===== config.mk =====
export PLATFORM = sky130hd
export DESIGN_NAME = led_matrix_scan_driver
export DESIGN_NICKNAME = d
export VERILOG_FILES = /design/src/rtl/led_matrix_scan_driver.sv
export SDC_FILE = /design/constraint.sdc
export NUM_CORES = 1
export LEC_CHECK = 0
export CAP_MARGIN = 10
export CORE_MARGIN = 8
export CORE_UTILIZATION = 55
export DETAILED_ROUTE_END_ITERATION = 16
export HOLD_SLACK_MARGIN = 0.06
export PLACE_DENSITY = 0.78
export SLEW_MARGIN = 10
export SYNTH_ARGS = -nofsm -noshare
export SYNTH_HDL_FRONTEND = slang
export SYNTH_SLANG_ARGS = --single-unit

===== constraint.sdc =====
create_clock -name clk -period 4.63 [get_ports clk]
set_input_delay 0.926 -clock clk [delete_from_list [all_inputs] [get_ports clk]]
set_output_delay 0.926 -clock clk [all_outputs]
set_load 0.05 [all_outputs]

===== src/rtl/led_matrix_scan_driver.sv =====
// led_matrix_scan_driver
// Scans a double-buffered ROWS x COLS frame onto an LED matrix: one-hot
// active-high row enables and active-low column lines, with a blank period at
// the start of every row slot. A newly loaded frame becomes visible only at
// the frame boundary (last row -> row 0), so a frame is never shown torn.
//
// Optional feature macro: BRIGHTNESS_PWM_EN
//   Adds a 4-bit brightness input. Within each ON phase the columns are gated
//   by a 4-bit PWM counter (restarted at ON entry). Brightness is sampled at
//   ON entry; 15 = full duty, 0 = 1/16 duty.

module led_matrix_scan_driver #(
    parameter int ROWS  = 5,
    parameter int COLS  = 7,
    parameter int SLOT  = 50000,
    parameter int BLANK = 64
) (
    input  logic                 clk,
    input  logic                 rst,
    input  logic [ROWS*COLS-1:0] frame_in,
    input  logic                 load,
`ifdef BRIGHTNESS_PWM_EN
    input  logic [3:0]           brightness,
`endif
    output logic                 load_ack,
    output logic [ROWS-1:0]      row_sel,
    output logic [COLS-1:0]      col_n,
    output logic                 frame_sync
);

    localparam int CW = 20;
    localparam int RW = (ROWS > 1) ? $clog2(ROWS) : 1;

    typedef enum logic {
        ST_BLANK = 1'b0,
        ST_ON    = 1'b1
    } state_t;

    state_t                 state_q, state_nxt;
    logic [CW-1:0]          cnt_q, cnt_nxt;
    logic [RW-1:0]          row_q, row_nxt;
    logic                   run_q;        // low until the first edge after reset
    logic                   boundary;     // ON(last row) -> BLANK(row 0) edge
    logic                   pend_flag_q;
    logic [ROWS*COLS-1:0]   pending_q;
    logic [ROWS*COLS-1:0]   active_q;
    logic [ROWS-1:0]        row_sel_nxt;
    logic [COLS-1:0]        col_n_nxt;
    logic                   pwm_ok;       // column gate for the coming cycle

`ifdef BRIGHTNESS_PWM_EN
    logic [3:0]             pwm_q, pwm_nxt;
    logic [3:0]             bright_q, bright_nxt;
    logic                   on_entry;
`endif

    // Next-state, slot counter, row index and next registered outputs.
    // NOTE: every signal gets a default at the top of the block so no path
    // leaves one unassigned, which would otherwise infer a latch.
    always_comb begin
        state_nxt = state_q;
        cnt_nxt   = cnt_q + CW'(1);
        row_nxt   = row_q;
        boundary  = 1'b0;

        if (!run_q) begin
            // The first edge after reset starts row 0's slot at count 0.
            cnt_nxt = '0;
        end else begin
            case (state_q)
                ST_BLANK: begin
                    if (cnt_q == CW'(BLANK - 1)) state_nxt = ST_ON;
                end
                ST_ON: begin
                    if (cnt_q == CW'(SLOT - 1)) begin
                        state_nxt = ST_BLANK;
                        cnt_nxt   = '0;
                        if (row_q == RW'(ROWS - 1)) begin
                            row_nxt  = '0;
                            boundary = 1'b1;
                        end else begin
                            row_nxt = row_q + RW'(1);
                        end
                    end
                end
                default: state_nxt = ST_BLANK;
            endcase
        end

`ifdef BRIGHTNESS_PWM_EN
        on_entry   = (state_q == ST_BLANK) && (state_nxt == ST_ON);
        pwm_nxt    = pwm_q;
        bright_nxt = bright_q;
        if (on_entry) begin
            pwm_nxt    = '0;
            bright_nxt = brightness;
        end else if (state_q == ST_ON) begin
            pwm_nxt = pwm_q + 4'd1;
        end
        pwm_ok = (pwm_nxt <= bright_nxt);
`else
        pwm_ok = 1'b1;
`endif

        // Outputs are computed from the next state so that, once registered,
        // they line up with the counter value they belong to. The active
        // buffer only changes on the edge into BLANK, so it is stable here
        // whenever the next state is ON.
        row_sel_nxt = '0;
        col_n_nxt   = '1;
        if (state_nxt == ST_ON) begin
            row_sel_nxt = ROWS'(1) << row_nxt;
            if (pwm_ok) col_n_nxt = ~active_q[int'(row_nxt)*COLS +: COLS];
        end
    end

    // State register, frame buffers, load handshake and registered outputs.
    // NOTE: non-blocking assignments throughout, so every register samples
    // pre-edge values regardless of statement order; the one intentional
    // ordering is pend_flag_q, where a load on the swap edge must win.
    // NOTE: the frame buffers are reset too, so a reset always shows a dark
    // matrix instead of stale or power-up contents.
    always_ff @(posedge clk or posedge rst) begin
        if (rst) begin
            state_q     <= ST_BLANK;
            cnt_q       <= '0;
            row_q       <= '0;
            run_q       <= 1'b0;
            pend_flag_q <= 1'b0;
            pending_q   <= '0;
            active_q    <= '0;
            load_ack    <= 1'b0;
            row_sel     <= '0;
            col_n       <= '1;
            frame_sync  <= 1'b0;
`ifdef BRIGHTNESS_PWM_EN
            pwm_q       <= '0;
            bright_q    <= '0;
`endif
        end else begin
            state_q    <= state_nxt;
            cnt_q      <= cnt_nxt;
            row_q      <= row_nxt;
            run_q      <= 1'b1;
            row_sel    <= row_sel_nxt;
            col_n      <= col_n_nxt;
            frame_sync <= !run_q || boundary;
            load_ack   <= load;
`ifdef BRIGHTNESS_PWM_EN
            pwm_q      <= pwm_nxt;
            bright_q   <= bright_nxt;
`endif
            // Swap uses the pre-edge pending contents; a coincident load then
            // refills pending and keeps the flag set for the next frame.
            if (boundary && pend_flag_q) begin
                active_q    <= pending_q;
                pend_flag_q <= 1'b0;
            end
            if (load) begin
                pending_q   <= frame_in;
                pend_flag_q <= 1'b1;
            end
        end
    end

endmodule


==> metrics <==
Mapped Area=4560 um^2; min Tclk post-route=2720 ps; drt via density=5.55; crit-path cells=ha_1 > nand3_2 > nor4_4 > a21oi_1 > a31oi_4 > mux2_2 > a222oi_1; largest family of logic cells by synthesized area=multiplexers; port bufs=51; crit path kind=reg2reg; endpoints failing setup=0; multi-input logic area=1720 um^2; CTS Buffer Depth=2; Setup Fix Bufs, Post-CTS=0; routed wire length=8230 um; largest net degree at the start of global routing=64; Area contributors post-synth=dfrtp_1, mux2_2, dfstp_2, nor2_1, mux2_4; wire length per cell=16.8 um; critical path peak fanout=18; root buffer cell=clkbuf_8; final hold vios=0; Required @ worst endpoint=4880 ps; XOR/XNOR Fraction of Synth Area=3.07%; Synth Instances=326; Worst path slowest cell=a31oi_4; adder-cell share of the synthesized area=0.823%; compound-gate portion of the synthesized area=3.18%; design area=5370 um^2; Die X=107 um; share of cells above drive strength 1=30.6%; first-pass GRT wire length=14,000 um; FF-to-FF path depth=7; Final Hold Slack=438 ps; max incr delay on CP=580 ps; Crit path depth=7; TritonCTS clock tree=done; syn_area_per_cell=14.0 um^2; CTS Buf Count=9; Final ANT Viol Nets=0; Worst EP arrival=2960 ps; FF+latch count, synth=110; outcome=complete, no violations; site row count=33; initial antenna violation count=0; synth warn=0; core region area=8130 um^2; WP buf/inv=0; vias in the first global route=2,863; Pleak=2.42 nW; DP Wirelength=5780 um; Slew Viols, Final=0; total gr overflow=0; Pre-antenna DRT Iters=5; Syn Nets=367; nets@finish=421; DR iter-0 viols=118; DRC viols=0; Area Overhead vs Synth=17.9%; FF+latch area=2760 um^2; Clock Latency Late Sink=360 ps; final worst slack=1910 ps; CTS sink cnt=110; measured slew at the worst slew-check pin=962 ps; Slew HR=35.3%; num ports=52; Synth cell types=37; total number of vias=2,721; fillers=605; register area share after synthesis=60.6%; Synth Flop Type=dfrtp_1; number of flops mapped to enable cells by yosys=0; asr flop ratio synth=100%; CP Capture Type=register; Initial Util=56.1%; Synth top area share=56.5%; unrepaired setup endpoints after global routing=no; Ant. Diodes=0; Worst Hold Class=reg2reg; mux cell area share after synthesis=21.2%; post-route setup TNS=0 ps; utilization after layout=66.1%; cell taking the most area after synthesis=dfrtp_1; Die Height=107 um; DP Area=5170 um^2; Die ar.=11,500 um^2; max-capacitance violation count=0; Max H-tree Level=3; GP Congestion=0.880; Synth Area in Simple Gates=9.25%; pwr/cell area=317 nW/um^2; Startpoint Class=register; post-cts sizing count=0; Top delay family on crit path=compound AO/OA/AOI/OAI gates; worst vdd ir=0.181 mV; Worst-path clk slew=100 ps; Place WS=1930 ps; period utilisation layout=58.7%; post-cts hold buffer count=0; fmax=0.368 GHz; hold depth=1; Clock Skews=9.35 ps; Total GRT Usage=15.2%
where the power goes:
group / switching (W) / internal [W]
registers: 0.0000196 / 0.000994
logic: 0.0000434 / 0.0000591
clock network: 0.000313 / 0.000272
total: 0.000376 / 0.00133
layout by cell type (no fill, tap or decap), types with 6 or more instances in the layout:
cell             synthesis  layout
mux2_2                  78      78
nand2_1                 16      16
o21ai_0                  6       6
dfstp_2                  7       7
nor2_1                  25      25
clkbuf_8                 0      10
clkdlybuf4s50_1          0      50
xor2_1                  10      10
a222oi_1                 7       7
mux2_4                   6       6
dfrtp_1                103     103
xnor2_1                  6       6
registers in the layout, indices dropped and copies added, names as in the netlist:
| signal | flops |
|---|---|
| col_n | 7 |
| cnt_q | 20 |
| pend_flag_q | 1 |
| pending_q | 35 |
| row_q | 3 |
| active_q | 35 |
| row_sel | 5 |
| load_ack | 1 |
| run_q | 1 |
| frame_sync | 1 |
| state_q | 1 |
cells in the mapped netlist, drive strengths merged (4+ instances only):
cell type and count:
inv 5, a222oi 7, dfstp 7, xor2 10, clkbuf 7, nand3 6
and2 4, nand4 4, nand2 16, nor2 25, nor4 5, dfrtp 103
buf 5, xnor2 6, mux2 84, o21ai 6
worst reg2reg max path, cell delays in order, from the launching register on:
cell	delay, ps
dfrtp_1	400
ha_1	250
nand3_2	140
nor4_4	360
a21oi_1	160
a31oi_4	580
mux2_2	410
a222oi_1	300
routing by layer:
metal / vias to the layer above / wire, um / global-route usage, %
met2: 63 / 4140 / 24.7
met5: - / 0 / 0
met3: 9 / 398 / 3.90
li1: 1255 / - / -
met4: 0 / 92 / 5.23
met1: 1394 / 3600 / 19.2
metrics by stage:
stage | cells | total power [W]
CTS | 490 | 0.00173
floorplan | 326 | 0.00109
detailed placement | 474 | 0.00114
global placement | 474 | 0.00113
finish | 490 | 0.00170
global route | 490 | 0.00177
final timing paths:
kind,startpoint,slack [ps],endpoint
setup / recovery,cnt_q[0]$_DFF_PP0_,1910,col_n[6]$_DFF_PP1_
hold / removal,active_q[29]$_DFFE_PP0P_,440,col_n[1]$_DFF_PP1_
hold reg to reg,active_q[29]$_DFFE_PP0P_,440,col_n[1]$_DFF_PP1_
max in group asynchronous,rst,2710,col_n[2]$_DFF_PP1_
setup reg to reg,cnt_q[0]$_DFF_PP0_,1910,col_n[6]$_DFF_PP1_
min in group asynchronous,rst,1060,active_q[8]$_DFFE_PP0P_
cell families after synthesis:
logic type               Yosys count
flip-flops                       110
XOR/XNOR                          16
AO/OA/AOI/OAI                     18
buffers and inverters             17
other                              1
adder cells (fa/ha/maj)            3
AND/OR/NAND/NOR                   77
multiplexers                      84
final cells by class:
cell class	instances	area share (%)
Clock inverter	5	1.23
Multi-Input combinational cell	199	31.9
Timing Repair Buffer	55	9.97
Sequential cell	110	51.4
Tap cell	105	2.44
Inverter	5	0.396
Clock buffer	11	2.63
(Power assumes the default switching activity.)
